===== src/rtl/pokey_chan_out.sv =====
// -----------------------------------------------------------------------------
// pokey_chan_out
//
// Audio channel output stage. Sits directly downstream of the channel's AUDF
// down-counter chain: it watches the chain's active-low borrow, fires a
// one-tick reload strobe back into the chain, holds the AUDC control register
// and turns the channel's tone flop into a 4-bit audio level through
// distortion gating, an optional high-pass flop and the volume field.
//
// All state advances on the falling edge of clk, and only on ticks where
// enn=1. Reset is asynchronous and active low.
//
// Build option:
//   POKEY_HPF_EN  When defined, the high-pass flop is implemented: on an enn
//                 tick with hpf_sel=1 and hpf_clk=1 it samples the tone flop,
//                 and it is cleared whenever hpf_sel=0. When undefined, the
//                 high-pass flop is constant 0 and hpf_sel/hpf_clk are
//                 ignored.
//
// Parameters:
//   VOLW     width of the volume field and audio output (default 4)
//
// Ports:
//   clk      master clock, state updates on its falling edge
//   nRST     asynchronous active-low reset
//   enn      clock-phase enable
//   WR       AUDC write strobe
//   D[7:0]   data bus: [7:5] distortion, [4] volume-only, [3:0] volume
//   nBOR     borrow from the counter chain MSB cell, active low
//   poly4    4-bit poly counter output
//   poly5    5-bit poly counter output
//   poly17   17-bit poly counter output
//   hpf_sel  high-pass enable
//   hpf_clk  borrow from the paired channel, active high
//   Ld       reload strobe to the counter chain, active high
//   vol      channel audio level
// -----------------------------------------------------------------------------
module pokey_chan_out #(
    parameter int VOLW = 4
) (
    input  logic            clk,
    input  logic            nRST,
    input  logic            enn,
    input  logic            WR,
    input  logic [7:0]      D,
    input  logic            nBOR,
    input  logic            poly4,
    input  logic            poly5,
    input  logic            poly17,
    input  logic            hpf_sel,
    input  logic            hpf_clk,
    output logic            Ld,
    output logic [VOLW-1:0] vol
);

    // AUDC field positions
    localparam int DIST_POLY5 = 7;  // 0: gate tone updates with poly5
    localparam int DIST_SEL4  = 6;  // 1: poly4 noise, 0: poly17 noise
    localparam int DIST_PURE  = 5;  // 1: pure square tone
    localparam int VOL_ONLY   = 4;  // 1: output volume directly

    logic [7:0]      audc_reg, audc_next;
    logic            tone_reg, tone_next;
    logic            ld_reg,   ld_next;
    logic [VOLW-1:0] vol_reg,  vol_next;
    logic            hpf_reg;

    logic            underflow;
    logic            gate;
    logic [VOLW-1:0] level;

    // -------------------------------------------------------------------------
    // Next-state logic
    // -------------------------------------------------------------------------
    always_comb begin
        // While Ld is high the chain is being reloaded and its borrow is not
        // meaningful, so a new pulse is only accepted when Ld is low. A stuck
        // borrow therefore produces an alternating 1,0,1,0 strobe.
        underflow = ~nBOR & ~ld_reg;
        gate      = tone_reg ^ hpf_reg;
        level     = VOLW'(audc_reg[3:0]);

        audc_next = audc_reg;
        if (WR) begin
            audc_next = D;
        end

        ld_next = underflow;

        // Distortion is decoded from the current AUDC, so a write landing on
        // the same tick as an underflow only affects later underflows.
        tone_next = tone_reg;
        if (underflow) begin
            if (!audc_reg[DIST_POLY5] && !poly5) begin
                tone_next = tone_reg;
            end else if (audc_reg[DIST_PURE]) begin
                tone_next = ~tone_reg;
            end else if (audc_reg[DIST_SEL4]) begin
                tone_next = poly4;
            end else begin
                tone_next = poly17;
            end
        end

        vol_next = '0;
        if (audc_reg[VOL_ONLY] || gate) begin
            vol_next = level;
        end
    end

    // -------------------------------------------------------------------------
    // State registers
    // -------------------------------------------------------------------------
    always_ff @(negedge clk or negedge nRST) begin
        if (!nRST) begin
            audc_reg <= '0;
            tone_reg <= 1'b0;
            ld_reg   <= 1'b0;
            vol_reg  <= '0;
        end else if (enn) begin
            audc_reg <= audc_next;
            tone_reg <= tone_next;
            ld_reg   <= ld_next;
            vol_reg  <= vol_next;
        end
    end

`ifdef POKEY_HPF_EN
    // High-pass flop: samples the tone flop value from before any update on
    // the same tick, and is held clear while the high-pass is disabled.
    logic hpf_next;

    always_comb begin
        hpf_next = hpf_reg;
        if (!hpf_sel) begin
            hpf_next = 1'b0;
        end else if (hpf_clk) begin
            hpf_next = tone_reg;
        end
    end

    always_ff @(negedge clk or negedge nRST) begin
        if (!nRST) begin
            hpf_reg <= 1'b0;
        end else if (enn) begin
            hpf_reg <= hpf_next;
        end
    end
`else
    // High-pass not built: the gate follows the tone flop directly and the
    // high-pass controls are deliberately left unconnected.
    assign hpf_reg = 1'b0;

    logic hpf_unused;
    assign hpf_unused = &{1'b0, hpf_sel, hpf_clk};
`endif

    assign Ld  = ld_reg;
    assign vol = vol_reg;

endmodule

===== config.mk =====
export PLATFORM = sky130hd
export DESIGN_NAME = pokey_chan_out
export DESIGN_NICKNAME = d
export VERILOG_FILES = /design/src/rtl/pokey_chan_out.sv
export SDC_FILE = /design/constraint.sdc
export NUM_CORES = 1
export LEC_CHECK = 0
export CAP_MARGIN = 10
export CORE_UTILIZATION = 34
export CTS_CLUSTER_SIZE = 16
export DETAILED_ROUTE_END_ITERATION = 10
export GPL_ROUTABILITY_DRIVEN = 0
export GPL_TIMING_DRIVEN = 0
export HOLD_SLACK_MARGIN = 0.03
export PLACE_DENSITY = 0.63
export SETUP_SLACK_MARGIN = 0.5
export SLEW_MARGIN = 20
export SYNTH_ARGS = -nofsm -noshare
export SYNTH_HDL_FRONTEND = slang
export SYNTH_SLANG_ARGS = --single-unit

===== constraint.sdc =====
create_clock -name clk -period 3.1 [get_ports clk]
set_clock_uncertainty 0.2 [all_clocks]
set_input_delay 0.62 -clock clk [delete_from_list [all_inputs] [get_ports clk]]
set_output_delay 0.62 -clock clk [all_outputs]
set_load 0.03 [all_outputs]

=== Yosys cells after proc, flatten, opt, wreduce, memory -nomap -nowiden ===
Index checks and enable logic that the tools add are counted.

* Register bits after elaboration: 14
* Input port bits: 18
* Output and inout port bits: 5
* Word-level logic and storage cells: 18

* Multiplexer cells: 3
* Bitwise operators: 5
* Reduce and logical (&&, ||, !) cells: 6

{| class="wikitable"
|+ Operators with widths
! kind !! number
|-
| $mux W4 || 1
|-
| $not A1 Y1 || 4
|-
| $reduce_and A3 Y1 || 1
|-
| $logic_not A1 Y1 || 2
|-
| $mux W1 || 2
|-
| $reduce_and A2 Y1 || 1
|-
| $and A1 B1 Y1 || 1
|-
| $logic_and A1 B1 Y1 || 1
|-
| $logic_or A1 B1 Y1 || 1
|}

=== Logic depth before layout (Yosys ltp) ===
Gate-level depths: netlist (run 1).

* Depth after elaboration: 4
* Mapped depth: 3
* Mapped depth without buffers: 3

==> metrics, run 1 <==
compound-cell area share of the yosys netlist=6.181%; LEAKAGE=0.5158 nW; core box area=1524 um2; Rel. slew slack=60.82%; total track usage=13.48%; fraction of layout cells with a size suffix above 1=50.00%; Post-DP Area=860.8 um2; Final Non-Filler Cells=92; register-to-register setup slack=1420 ps; cell chain of the critical path=buf_6; die area=1834 um2; Die W=42.83 um; combinational power share=34.2%; pwr dens=506.7 nW/um2; worst path bufs/invs=1; Buffers on Ports=20; Final Util=67.49%; number of antenna violations at the first check in global routing=0; ant diodes=0; cells after synthesis=46; largest family of logic cells by synthesized area=multiplexers; DR WL/cell=12.73 um; Critical-path top delay cell=dfrtn_1; post-synthesis mux area share=17.66%; CP Depth=1; global-route wire length before repair=1773 um; Syn-to-layout area delta=81.46%; HPWL after DPL=769 um; Clk pin slew, worst setup/hold paths=60 ps; Clock Latency Late Sink=270 ps; part of the power in the clock network=18.6%; Design Area, Final=1028 um2; CTS sink cnt=14; drt first pass iters=4; Worst VDD drop=266.9 uV; TritonCTS clock tree=yes; Hold Crit Depth=1; FF+latch count, synth=14; Chip Height=42.83 um; Starting Density=37.19%; Fill cells=109; H-tree levels=1; Final Setup Violations=6; DR vias=453; Syn Std Cell Area=566.8 um2; switching fraction of total power=29.64%; Nets=96; yosys warns=0; total routed wirelength=1171 um; vias per cell=4.924; count of different cell masters after synthesis=13; number of top-level pins=23; Hold Buf Count CTS=0; XOR/XNOR share of the synthesized area=0%; Crit Path Category=reg2out; Flop pwr share=47.2%; number of flip-flops in the largest register=8; Worst Setup Slack, final=-128.6 ps; Hold Vio Cnt, Final=0; Synth Area in Adders=0%; Mean Syn Cell Area=12.32 um2; Place WS=-776.6 ps; failing checks=negative setup slack; arrival time worst endpoint=2410 ps; simple-gate share of the synthesized area=10.15%; DRT iter0 DRCs=4; CP endpoint kind=output pin; Internal Power=0.0003666 W; Reg2Reg Depth=4; DRC=0; placed cells=82; Worst path max stage delay=440 ps; vias in the first global route=416; fin. max-slew vios=0; CTS buffer count=3; clk root buf=clkbuf_4; outcome=finished with violations; RSZ-0062 raised after global routing=true; post-synthesis sequential area ratio=61.81%; Setup crit start kind=flop; pin count of the biggest net entering global routing=15; crit-path max FO=2; slew of the pin with the lowest slew margin=587.7 ps; Synthesized Nets=64; delay-heaviest family, CP=flip-flops; num rows=14; NetSw=0.0001545 W; Worst Hold Class=reg2reg; WP data required=2280 ps; Longest Clk Path Bufs=2; GRT Residual Overflow=0; max cap viols=0; post-route antenna net violation count=0
## routing by layer
metal | wire length (um) | track usage, % | vias up | share of wire (%)
met5 | 0 | 0 | - | 0
met4 | 14 | 9.375 | 0 | 1.2
met3 | 49 | 2.553 | 2 | 4.2
met2 | 587 | 19.09 | 13 | 50
met1 | 519 | 18.36 | 217 | 44
li1 | - | - | 221 | -
## stage by stage
step / hold slack (ps) / setup TNS [ps] / power (W)
5_1_grt: 272.3 / -748.1 / 0.0005478
3_3_place_gp: 258.9 / -8210 / 0.0003842
4_1_cts: 265.5 / -620.2 / 0.0004960
6_report: 260.5 / -594.8 / 0.0005211
3_5_place_dp: 265.2 / -7893 / 0.0003881
2_1_floorplan: 242.7 / -190.3 / 0.0003260
## synthesized netlist by cell type
| library cell | instances | share of area (%) |
|---|---|---|
| mux2i_1 | 1 | 1.8 |
| inv_1 | 5 | 3.3 |
| buf_2 | 1 | 0.88 |
| nand2_1 | 5 | 3.3 |
| or4b_1 | 1 | 1.8 |
| nand3_1 | 1 | 0.88 |
| mux2_2 | 8 | 16 |
| o21ai_0 | 2 | 1.8 |
| or4_1 | 1 | 1.3 |
| o22ai_1 | 4 | 4.4 |
| or3b_1 | 1 | 1.5 |
| nor2_1 | 2 | 1.3 |
| dfrtn_1 | 14 | 62 |
## kinds of logic after synthesis
group	count (synthesis)
simple gates	11
compound gates	6
flops	14
buf+inv	6
mux	9
## cell type report
| cell class | count | area [um2] | area share (%) |
|---|---|---|---|
| inverter | 5 | 18.77 | 1.825 |
| buffer | 1 | 20.02 | 1.946 |
| timing repair buffer | 27 | 305.3 | 29.68 |
| clock buffer | 3 | 22.52 | 2.190 |
| multi-input combinational | 26 | 291.5 | 28.35 |
| sequential | 14 | 350.3 | 34.06 |
| tap | 16 | 20.02 | 1.946 |
## path summary, 6_finish.rpt
check                            startpoint           to
min in group asynchronous              nRST  audc_reg[6]
worst max-delay path                 vol[1]       vol[1]
worst max register to register           Ld         gate
worst min-delay path            audc_reg[4]  audc_reg[4]
worst min register to register  audc_reg[4]  audc_reg[4]
max in group asynchronous              nRST  audc_reg[3]
## repair_timing
item                       4_1_cts  5_1_grt
setup endpoints to repair       33       33
buffers inserted                 2        4
resized for setup               62       10
pin swaps                        5        4
gates cloned                     1        0
## cell usage in the layout, fill, tap and decap left out
master and n:
nand2_2 1, buf_16 1, dlygate4sd2_1 8, buf_4 3
mux2i_1 1, inv_1 5, o22ai_2 3, buf_2 1
dlymetal6s2s_1 1, or4b_1 1, mux2_4 8, nand2_4 3
buf_6 6, dfrtn_1 14, buf_12 3, nand3_1 1
nand2_8 1, nor2_1 1, clkdlybuf4s15_1 1, o21ai_2 1
or4_1 1, buf_8 2, clkbuf_4 3, clkdlybuf4s50_1 2
or3b_4 1, nor2_2 1, o22ai_1 1, o21ai_0 1
## power groups by stage
stage / registers [W] / clock network, W / logic (W)
2_1_floorplan: 0.000265 / 0 / 0.0000606
3_3_place_gp: 0.000243 / 0 / 0.000141
3_5_place_dp: 0.000245 / 0 / 0.000144
4_1_cts: 0.000243 / 0.000101 / 0.000152
5_1_grt: 0.000251 / 0.000108 / 0.000189
6_report: 0.000246 / 0.0000969 / 0.000178
Power figures use the tool's default switching activity.
==> run 2: changes to the inputs <==
Settings changed: CORE_UTILIZATION 34 to 43, PLACE_DENSITY 0.63 to 0.77.
==> metrics, run 2 (same netlist as run 1, synthesis figures left out) <==
Place WS=-814.1 ps (was -776.6 ps); FF-to-FF Start=Ld (unchanged); max cap viols=0 (unchanged); die area=1467 um2 (was 1834 um2); Post-DP Area=858.3 um2 (was 860.8 um2); GRT Residual Overflow=0 (unchanged); Fill cells=58 (was 109); Clock Latency Late Sink=290 ps (was 270 ps); drt first pass iters=2 (was 4); TritonCTS clock tree=yes (unchanged); WP data required=2280 ps (about the same); most frequent cells in the layout=14 x dfrtn_1, 9 x dlygate4sd2_1, 8 x mux2_4, 8 x buf_6, 5 x inv_1 (was 14 x dfrtn_1, 8 x mux2_4, 8 x dlygate4sd2_1, 6 x buf_6, 5 x inv_1); DR vias=491 (was 453); Hold Buf Count CTS=0 (unchanged); pwr dens=550.9 nW/um2 (was 506.7 nW/um2); Clk pin slew, worst setup/hold paths=60 ps (about the same); Worst VDD drop=466.8 uV (was 266.9 uV); pin count of the biggest net entering global routing=15 (unchanged); Hold Vio Cnt, Final=0 (unchanged); Worst path max stage delay=450 ps (was 440 ps); number of top-level pins=23 (unchanged); Reg2Reg Depth=4 (unchanged); crit path to=Ld (was vol[1]); number of antenna violations at the first check in global routing=0 (unchanged); Die W=38.31 um (was 42.83 um); fraction of layout cells with a size suffix above 1=53.85% (was 50.00%); CP startpoint=Ld (was vol[1]); failing checks=negative setup slack (unchanged); number of flip-flops in the largest register=8 (unchanged); LEAKAGE=0.5283 nW (was 0.5158 nW); Reg-to-Reg End=gate (unchanged); Longest Clk Path Bufs=2 (unchanged); most common cell after layout, fill and taps aside=dfrtn_1 (unchanged); CP endpoint kind=output pin (unchanged); num rows=12 (was 14); crit-path max FO=2 (unchanged); DR WL/cell=17.10 um (was 12.73 um); vias per cell=5.337 (was 4.924); outcome=finished with violations (unchanged); CTS sink cnt=14 (unchanged); total track usage=23.69% (was 13.48%); vias in the first global route=513 (was 416); total routed wirelength=1573 um (was 1171 um); CP Depth=1 (unchanged); Final Util=88.57% (was 67.49%); Hold WS=279.2 ps (was 260.5 ps); fin. max-slew vios=0 (unchanged); Starting Density=48.40% (was 37.19%); Rel. slew slack=59.37% (was 60.82%); Chip Height=38.31 um (was 42.83 um); Nets=97 (was 96); RSZ-0062 raised after global routing=true (unchanged); slew of the pin with the lowest slew margin=609.4 ps (was 587.7 ps); HPWL after DPL=831.2 um (was 769 um); arrival time worst endpoint=2430 ps (was 2410 ps); Setup crit start kind=flop (unchanged); Critical-path top delay cell=dfrtn_1 (unchanged); DRT iter0 DRCs=5 (was 4); Crit Path Category=reg2out (unchanged); Syn-to-layout area delta=83.00% (was 81.46%); Design Area, Final=1037 um2 (was 1028 um2); register-to-register setup slack=1370 ps (was 1420 ps); Pwr Total=0.0005714 W (was 0.0005211 W); global-route wire length before repair=2208 um (was 1773 um); ant diodes=0 (unchanged); delay-heaviest family, CP=flip-flops (unchanged); clk root buf=clkbuf_4 (unchanged); core box area=1171 um2 (was 1524 um2); DRC=0 (unchanged); CTS buffer count=3 (unchanged); post-route antenna net violation count=0 (unchanged); Worst Hold Class=reg2reg (unchanged); Buffers on Ports=20 (unchanged); H-tree levels=1 (unchanged); Final Setup Violations=6 (unchanged); cell chain of the critical path=buf_6 (unchanged); Worst Setup Slack, final=-148.7 ps (was -128.6 ps); worst path bufs/invs=1 (unchanged)
## run 2: cell types whose count changed in the layout (fill, tap and decap cells not counted), sizes merged
cell	previous run	this run
clkdlybuf4s15	1	0
dlygate4sd2	8	9
buf	16	17
clkbuf	3	4
## run 2: repair_timing
action,in CTS,in global routing
buffers inserted,5,2
gates cloned,1,0
resized for setup,65,10
endpoints found under the setup margin,33,19
pin swaps,4,5
## run 2: final cells by class
type / instances / area (um2) / share of cell area, %
Buffer: 1 / 20.02 / 1.930
Clock buffer: 4 / 36.28 / 3.498
Inverter: 5 / 18.77 / 1.809
Multi-Input combinational cell: 26 / 300.3 / 28.95
Sequential cell: 14 / 350.3 / 33.78
Tap cell: 14 / 17.52 / 1.689
Timing Repair Buffer: 28 / 294.0 / 28.35
## run 2: layer usage
metal	track usage [%]	vias up	part of all wire, %
li1	-	222	-
met5	0	-	0
met3	5.233	7	4.3
met1	25.57	241	37
met2	40.25	21	56
met4	16.96	0	3.4
## run 2: how the worst min path moves through the flow
stage | slack [ps] | depth (start not counted) | to | startpoint
5_1_grt | 290 | 1 | audc_reg[4] | audc_reg[4]
4_1_cts | 280 | 1 | audc_reg[4] | audc_reg[4]
2_1_floorplan | 240 | 1 | audc_reg[4] | audc_reg[4]
6_report | 280 | 1 | audc_reg[4] | audc_reg[4]
3_5_place_dp | 270 | 1 | audc_reg[4] | audc_reg[4]
3_3_place_gp | 260 | 1 | audc_reg[4] | audc_reg[4]
## run 2: power by group
part | leakage [nW] | switching [W] | internal, W | total [W]
clock | 0.0210 | 0.0000629 | 0.0000716 | 0.000134
combinational | 0.337 | 0.0000830 | 0.000105 | 0.000188
sequential | 0.170 | 0.0000298 | 0.000220 | 0.000249
total | 0.528 | 0.000176 | 0.000396 | 0.000571
## run 2: stage by stage
step	std cells	TNS, ps
after floorplan	46	-190.3
after global placement	80	-7848
after detailed placement	80	-8059
after CTS	90	-651.6
after global routing	92	-828.7
final	92	-715.0
==> run 3: changes to the inputs <==
Settings changed: ABC_CLOCK_PERIOD_IN_PS set to 3770, SKIP_CTS_REPAIR_TIMING set to 1.
Clock period 3.1 ns to 3.77 ns, I/O delays scaled along.
==> metrics, run 3 (same netlist as run 1, synthesis figures left out) <==
ant diodes=0 (unchanged); part of the power in the clock network=20.0% (was 23.5%); Chip Height=38.31 um (unchanged); DR vias=437 (was 491); Worst Hold Class=reg2reg (unchanged); pin count of the biggest net entering global routing=15 (unchanged); number of antenna violations at the first check in global routing=0 (unchanged); combinational power share=30.4% (was 32.8%); worst path bufs/invs=1 (unchanged); Longest Clk Path Bufs=2 (unchanged); number of top-level pins=23 (unchanged); switching fraction of total power=29.63% (was 30.77%); FF-to-FF Start=Ld (unchanged); Critical-path top delay cell=dfrtn_1 (unchanged); most common cell after layout, fill and taps aside=dfrtn_1 (unchanged); placed cells=80 (unchanged); num rows=12 (unchanged); Hold Crit Start=audc_reg[1] (was audc_reg[4]); CP startpoint=Ld (unchanged); fin. max-slew vios=0 (unchanged); Buffers on Ports=20 (unchanged); Final Non-Filler Cells=85 (was 92); cell chain of the critical path=buf_6 (unchanged); die area=1467 um2 (unchanged); Final Setup Violations=0 (was 6); Flop pwr share=49.6% (was 43.6%); DRT iter0 DRCs=5 (unchanged); RSZ-0062 raised after global routing=true (unchanged); CTS buffer count=3 (unchanged); TritonCTS clock tree=yes (unchanged); Post-DP Area=848.3 um2 (was 858.3 um2); Hold Vio Cnt, Final=0 (unchanged); GRT Residual Overflow=0 (unchanged); Worst path max stage delay=450 ps (about the same); Starting Density=48.40% (unchanged); arrival time worst endpoint=2760 ps (was 2430 ps); CP endpoint kind=output pin (unchanged); WP data required=2820 ps (was 2280 ps); Design Area, Final=925.9 um2 (was 1037 um2); Pwr Total=0.0004040 W (was 0.0005714 W); vias in the first global route=398 (was 513); CTS sink cnt=14 (unchanged); clk root buf=clkbuf_4 (unchanged); Worst VDD drop=247.2 uV (was 466.8 uV); Setup crit start kind=flop (unchanged); fraction of layout cells with a size suffix above 1=35.21% (was 53.85%); Rel. slew slack=60.73% (was 59.37%); Syn-to-layout area delta=63.36% (was 83.00%); delay-heaviest family, CP=flip-flops (unchanged); pwr dens=436.4 nW/um2 (was 550.9 nW/um2); max cap viols=0 (unchanged); LEAKAGE=0.5215 nW (was 0.5283 nW); vias per cell=5.141 (was 5.337); drt first pass iters=3 (was 2); NetSw=0.0001197 W (was 0.0001758 W); Final Util=79.06% (was 88.57%); number of flip-flops in the largest register=8 (unchanged); Internal Power=0.0002843 W (was 0.0003956 W); total routed wirelength=1234 um (was 1573 um); total track usage=17.71% (was 23.69%); Die W=38.31 um (unchanged); Clock Latency Late Sink=280 ps (was 290 ps); post-route antenna net violation count=0 (unchanged); most frequent cells in the layout=14 x dfrtn_1, 10 x dlymetal6s2s_1, 8 x mux2_4, 5 x inv_1, 5 x buf_6 (was 14 x dfrtn_1, 9 x dlygate4sd2_1, 8 x mux2_4, 8 x buf_6, 5 x inv_1); Crit Path Category=reg2out (unchanged); slew of the pin with the lowest slew margin=588.1 ps (was 609.4 ps); outcome=finished, final reports clean (was finished with violations); DR WL/cell=14.52 um (was 17.10 um); core box area=1171 um2 (unchanged); Clk pin slew, worst setup/hold paths=50 ps (was 60 ps); DRC=0 (unchanged); Nets=91 (was 97); global-route wire length before repair=1635 um (was 2208 um); crit-path max FO=3 (was 2); H-tree levels=1 (unchanged)
-- run 3: cell type report --
cell class	count	area, um2
Tap cell	14	17.52
Inverter	5	18.77
Timing Repair Buffer	22	246.5
Multi-Input combinational cell	26	250.2
Buffer	1	20.02
Sequential cell	14	350.3
Fill cell	70	245.2
Clock buffer	3	22.52
-- run 3: worst paths after layout --
path	to	slack (ps)	cells past startpoint
worst max-delay path	Ld	60	1
worst min-delay path	audc_reg[1]	270	1
max in group asynchronous	Ld	930	1
worst max register to register	gate	2220	3
min in group asynchronous	vol[2]	2030	1
worst min register to register	audc_reg[1]	270	1
-- run 3: through the flow --
stage                     hold WS [ps]  setup WS, ps  TNS (ps)
after floorplan                  241.5         10.75         0
after global placement           259.8        -568.1     -3613
after detailed placement         265.6        -597.1     -3852
after CTS                        265.7        -461.1     -2581
after global routing             274.6         34.55         0
final                            269.8         59.29         0
-- run 3: power groups by stage --
stage          Clock [W]  Sequential, W  Combinational (W)
2_1_floorplan          0       0.000217          0.0000485
3_3_place_gp           0       0.000199           0.000114
3_5_place_dp           0       0.000200           0.000117
4_1_cts        0.0000818       0.000197           0.000117
5_1_grt        0.0000902       0.000204           0.000131
6_report       0.0000806       0.000200           0.000123
-- run 3: layer usage --
| metal | routed length, um | track usage [%] | part of all wire, % | up-vias |
|---|---|---|---|---|
| met5 | 0 | 0 | 0 | - |
| met4 | 80 | 16.07 | 6.5 | 0 |
| met3 | 38 | 1.744 | 3.1 | 8 |
| met2 | 600 | 25.85 | 49 | 20 |
| met1 | 515 | 23.05 | 42 | 201 |
| li1 | - | - | - | 208 |
